File: src/rtl/wptr_full_ctrl.sv
// Write-side pointer and full-flag controller for an asynchronous FIFO.
// Keeps a binary write pointer and its Gray image for the read domain. It
// raises wfull on the edge that accepts the write into the last free entry.
// It also keeps a sticky overflow flag and, when built with WPTR_LEVEL_EN, a
// registered fill level and almost-full flag.
//
// Parameters:
//   ADDR_SIZE    - FIFO address width, depth = 2**ADDR_SIZE (2..15)
//   AFULL_THRESH - fill level at or above which walmost_full asserts
// Optional feature macro: WPTR_LEVEL_EN (enables wlevel / walmost_full;
//   when undefined both are tied to 0).
//
// Ports:
//   wclk         in   write clock (rising edge)
//   wrst         in   asynchronous active-high reset
//   winc         in   write request
//   wclr_ovf     in   clear request for wovf
//   wq2_rptr     in   Gray read pointer already synchronised to wclk
//   wen          out  memory write enable (combinational: winc & ~wfull)
//   waddr        out  memory write address
//   wptr         out  registered Gray write pointer
//   wfull        out  registered full flag
//   walmost_full out  registered almost-full flag
//   wlevel       out  registered fill level 0..2**ADDR_SIZE
//   wovf         out  sticky overflow flag
module wptr_full_ctrl #(
  parameter int unsigned ADDR_SIZE    = 4,
  parameter int unsigned AFULL_THRESH = 14
) (
  input  logic                 wclk,
  input  logic                 wrst,
  input  logic                 winc,
  input  logic                 wclr_ovf,
  input  logic [ADDR_SIZE:0]   wq2_rptr,
  output logic                 wen,
  output logic [ADDR_SIZE-1:0] waddr,
  output logic [ADDR_SIZE:0]   wptr,
  output logic                 wfull,
  output logic                 walmost_full,
  output logic [ADDR_SIZE:0]   wlevel,
  output logic                 wovf
);

  localparam int unsigned AW = ADDR_SIZE;
  localparam int unsigned PW = ADDR_SIZE + 1;

  logic [PW-1:0] wbin;
  logic [PW-1:0] wbin_next;
  logic [PW-1:0] wgray_next;
  logic [PW-1:0] rptr_full_cmp;
  logic          wfull_val;

  // Writes are blocked while full; a rejected write leaves the pointer alone.
  assign wen   = winc & ~wfull;
  assign waddr = wbin[AW-1:0];

  assign wbin_next  = wbin + PW'(wen);
  assign wgray_next = (wbin_next >> 1) ^ wbin_next;

  // Full when the next write pointer equals the read pointer with the two
  // MSBs inverted (one lap ahead, in Gray code).
  assign rptr_full_cmp = {~wq2_rptr[AW:AW-1], wq2_rptr[AW-2:0]};
  assign wfull_val     = (wgray_next == rptr_full_cmp);

  // Pointer, full flag and sticky overflow; a set wins over a clear.
  always_ff @(posedge wclk or posedge wrst) begin
    if (wrst) begin
      wbin  <= '0;
      wptr  <= '0;
      wfull <= 1'b0;
      wovf  <= 1'b0;
    end else begin
      wbin  <= wbin_next;
      wptr  <= wgray_next;
      wfull <= wfull_val;
      if (winc && wfull) begin
        wovf <= 1'b1;
      end else if (wclr_ovf) begin
        wovf <= 1'b0;
      end
    end
  end

`ifdef WPTR_LEVEL_EN
  logic [PW-1:0] rbin_s;
  logic [PW-1:0] level_next;

  // Gray to binary: each binary bit is the XOR of all Gray bits at or above it.
  always_comb begin
    rbin_s = '0;
    for (int i = 0; i < int'(PW); i++) begin
      rbin_s[i] = ^(wq2_rptr >> i);
    end
  end

  // Modulo subtraction gives the occupancy directly, including the full case.
  assign level_next = wbin_next - rbin_s;

  // Fill level and almost-full flag, based on the post-write pointer.
  always_ff @(posedge wclk or posedge wrst) begin
    if (wrst) begin
      wlevel       <= '0;
      walmost_full <= 1'b0;
    end else begin
      wlevel       <= level_next;
      walmost_full <= (level_next >= PW'(AFULL_THRESH));
    end
  end
`else
  assign wlevel       = '0;
  assign walmost_full = 1'b0;
`endif

endmodule
File: config.mk
export PLATFORM = sky130hd
export DESIGN_NAME = wptr_full_ctrl
export DESIGN_NICKNAME = d
export VERILOG_FILES = /design/src/rtl/wptr_full_ctrl.sv
export SDC_FILE = /design/constraint.sdc
export NUM_CORES = 1
export LEC_CHECK = 0
export ABC_AREA = 1
export BUFFER_PORTS_ARGS = -buffer_cell sky130_fd_sc_hd__buf_2
export CAP_MARGIN = 10
export CORE_AREA = 5 5 44 46
export DETAILED_ROUTE_END_ITERATION = 8
export DIE_AREA = 0 0 49 51
export PLACE_DENSITY = 0.74
export SLEW_MARGIN = 20
export SYNTH_ARGS = -nofsm -noshare
export SYNTH_HDL_FRONTEND = slang
export SYNTH_SLANG_ARGS = --single-unit
File: constraint.sdc
create_clock -name wclk -period 2.09 [get_ports wclk]
set_input_delay 0.627 -clock wclk [delete_from_list [all_inputs] [get_ports wclk]]
set_output_delay 0.627 -clock wclk [all_outputs]
set_load 0.02 [all_outputs]
# Yosys cells after proc, flatten, opt, wreduce, memory -nomap -nowiden
# Index checks and enable logic that the tools add are counted.
op_classes:
  addsub: 1
  mul: 0
  n_div: 0
  magnitude_cmp: 0
  n_eq_ne: 1
  shifts: 0
  mux: 2
  bitwise: 4
  reduce_logical: 2
op_table:
  columns: ["op", "n"]
  rows:
  - ["$add A5 B1 Y5", 1]
  - ["$eq A5 B5 Y1", 1]
  - ["$xor A4 B5 Y5", 1]
  - ["$mux W1", 2]
  - ["$not A2 Y2", 1]
  - ["$reduce_bool A2 Y1", 1]
  - ["$and A1 B1 Y1", 1]
  - ["$logic_and A1 B1 Y1", 1]
  - ["$not A1 Y1", 1]
word_totals:
  reg_bits: 12
  latch_bits: 0
  mem_bits_rw: 0
  romBits: 0
  out_inout_bits: 18
  n_memories: 0

# Depth between registers and ports, before layout
logic_depth:
  word_depth: 5
  ltp_mapped: 13
  mapped_depth_nobuf: 13

# Least setup slack after synthesis
# Ideal clock, no wire load.
synth_timing:
  kind: "input -> register"
  from: "input winc"
  to: "register wfull"
  setup_ps: 69
  arrival_time_ps: 2098
  required_ps: 2021
  setup_slack_ps: -76
  cell_stages: 13
  path_buffers: 0
  path_cell_list: "inv_1 -> nor2_1 -> ha_1 -> ha_1 -> inv_1 -> nand2_1 -> nand2_1 -> nand2_1 -> nand2_1 -> nand3_1 -> nor2_1 -> nand2_1 -> nor2_2"
synth_via:
  elab_chain_len: 4
synth_lines:
  columns: ["element", "line", "source"]
  rows:
  - ["start: declaration", "32", "input logic winc,"]
  - ["$and A1 B1 Y1", "54", "assign wen = winc & ~wfull;"]
  - ["via wen", "35", "output logic wen,"]
  - ["$add A5 B1 Y5", "57", "assign wbin_next = wbin + PW'(wen);"]
  - ["via wbin_next[1]", "48", "logic [PW-1:0] wbin_next;"]
  - ["$xor A4 B5 Y5", "58", "assign wgray_next = (wbin_next >> 1) ^ wbin_next;"]
  - ["via wgray_next[0]", "49", "logic [PW-1:0] wgray_next;"]
  - ["$eq A5 B5 Y1", "63", "assign wfull_val = (wgray_next == rptr_full_cmp);"]
  - ["via wfull_val", "51", "logic wfull_val;"]
  - ["end signal: assignment", "75", "wfull <= wfull_val;"]
  - ["end: declaration", "38", "output logic wfull,"]
# The timed path passes the listed nets, and every way through them passes these cells.
# A chain may end at the register's enable or synchronous reset.

# Final worst setup path
layout_timing:
  from: "input winc"
  to: "register wfull"
layout_via:
  elab_chain_len: 4
layout_lines:
  columns: ["element", "line"]
  rows:
  - ["$and A1 B1 Y1", "54"]
  - ["$add A5 B1 Y5", "57"]
  - ["via wbin_next[1]", "48"]
  - ["$xor A4 B5 Y5", "58"]
  - ["via wgray_next[0]", "49"]
  - ["$eq A5 B5 Y1", "63"]
  - ["via wfull_val", "51"]
# The timed path passes the listed nets, and every way through them passes these cells.

==> impl_metrics.toml <==
[grt]
grtUsageTotal = 0.110
grt_pass1_wl_um = 2160
antenna_found_initial = 0
grt_start_max_net_pins = 12
grt_pass1_vias = 523
grt_overflow = 0

[drt]
wl_per_cell_um = 9.84
drtAntennaViolNets = 0
drcViolationCount = 0
first_iter_violations = 6
via_per_inst = 4.65
wirelength_um = 1250
num_vias = 590
first_pass_iters = 2

[place]
place.port_buffers = 20
place_congestion = 0.820
hpwl_um = 1040
preCtsSetupSlack_ns = -0.0453

[layout]
nets = 123
n_antenna_cell = 0
drive_gt1_frac = 0.333
area.growth.synth_to_final_pct = 22.5
fin_util = 0.537

[run_status]
run_status = "finished, final reports clean"

[timing]
tns_ns = 0
setup_viol = 0
setup_ws_ns = 0.214
hold_ws_ns = 0.335
rsz0062_at_grt = "no"
post-route-period-util = 0.897
fmax_mhz = 533
drv_slew = 0
hold_violations = 0
finClkSkew_ns = 0.00163
min_period_ns = 1.88

[job]
max_cap_violations = 0

[cts]
cts_resized = 0
clock_latency_ns = 0.26
cts_buffers = 3
cts_tree = "done"
clk_pin_slew_worst_paths_ns = 0.07
cts.htree.levels = 1
clock_sinks = 11
postCtsHoldBufs = 0
cts_setup_buffers = 0
cts_root_buffer = "clkbuf_4"
clock_path_buffers = 2

[setup_path]
startpoint_type = "primary input"
required_ns = 2.29
path_class = "primary input to flop"
end_kind = "flop"
cp_max_fo = 4
cp.arrival_ns = 2.07

[synth]
async_reset_ff_frac = 1.00
synth_area_leader_cell = "dfrtp_1"
ys_types = 14
synthTopCellsByCount = "23 x nand2_1, 12 x inv_1, 12 x nand3_1"
yosysMostFrequentCell = "nand2_1"
synth_top_area_share = 0.427
syn_area_um2 = 644
synthTopCellsByArea = "dfrtp_1 43%, nand2_1 13%, nand3_1 9.3%, buf_4 7.0%, inv_1 7.0%"
avgSynthCellArea_um2 = 7.58
syn_inst = 85
yosysSeqAreaShare = 0.427
ys.flop_type = "dfrtp_1"
yosysWarnings = 0
synth_edf_count = 0
synth-seq-cells = 11

[pwr]
power.density_nw_per_um2 = 1700
max-vdd-ir-drop_uv = 685
p_leak_nw = 0.471
power.total_mw = 1.34

[die]
core_um2 = 1470
num_io_pins = 27
core.rowCount = 14
start_util = 0.438
die_h_um = 51
die_w_um = 49
dieArea_um2 = 2500

[min_path]
hp-class = "primary input to async pin"
[per-layer routing]
metal  vias to the layer above  track usage  wire length, um
met5                         -            0                0
met2                        19        0.176              605
li1                        307            -                -
met1                       262        0.133              542
met4                         0       0.0538               19
met3                         2       0.0349               83
[where the power goes]
group | leakage [nW] | internal (mW) | switching, mW | total (mW)
clock network | 0.0150 | 0.0737 | 0.0647 | 0.138
registers | 0.132 | 0.314 | 0.0752 | 0.389
logic | 0.323 | 0.301 | 0.514 | 0.815
total | 0.471 | 0.689 | 0.653 | 1.34
[worst max-delay path, stage by stage]
cell	delay (ns)
buf_2	0.10
inv_1	0.05
nor2_2	0.04
ha_1	0.19
ha_1	0.32
inv_1	0.11
nand2_1	0.07
nand2_1	0.08
nand2_1	0.05
nand2_1	0.07
nand3_1	0.08
nor2_1	0.12
nand2_1	0.08
nor2_2	0.08
[cell type report]
cell class	instances	area (um2)
Multi-Input combinational cell	59	293
Clock buffer	4	26.3
Inverter	14	52.6
Tap cell	16	20.0
Sequential cell	11	275
Timing Repair Buffer	23	123
Fill cell	153	682
[flip-flops by register name (all words and copies together), names as in the netlist]
signal,count
wfull,1
wovf,1
wptr,4
wbin,5
[metrics by stage]
step / area [um2] / instances
after floorplan: 666 / 90
after global placement: 763 / 123
after detailed placement: 763 / 123
after CTS: 790 / 127
after global routing: 790 / 127
final: 790 / 127
[cells by family after synthesis]
logic type / Yosys count / share of synthesized area
adder cells (fa/ha/maj): 2 / 0.0388
AO/OA/AOI/OAI: 1 / 0.00776
AND/OR/NAND/NOR: 50 / 0.369
other: 1 / 0.00582
flip-flops: 11 / 0.427
buffers and inverters: 20 / 0.151
[layout by cell type (no fill, tap or decap), types with 3 or more instances in the layout]
master and n:
nand2_1 23, buf_2 20, nand3_1 12, inv_1 12, dfrtp_1 11, nand2_2 7
conb_1 6, nand4_1 3, clkbuf_4 3, buf_4 3
[worst paths after layout]
kind,start,to,slack [ns],cells after the start
setup / recovery,winc,wfull$_DFF_PP0_,0.21,14
hold / removal,wrst,wovf$_DFFE_PP0P_,0.33,2
setup reg to reg,wfull$_DFF_PP0_,wfull$_DFF_PP0_,0.32,12
hold reg to reg,wfull$_DFF_PP0_,wovf$_DFFE_PP0P_,0.52,2
max in group asynchronous,wrst,wbin[3]$_DFF_PP0_,1.48,2
min in group wclk,wfull$_DFF_PP0_,wovf$_DFFE_PP0P_,0.52,2
Note: power is estimated with default switching activity, not from simulation.
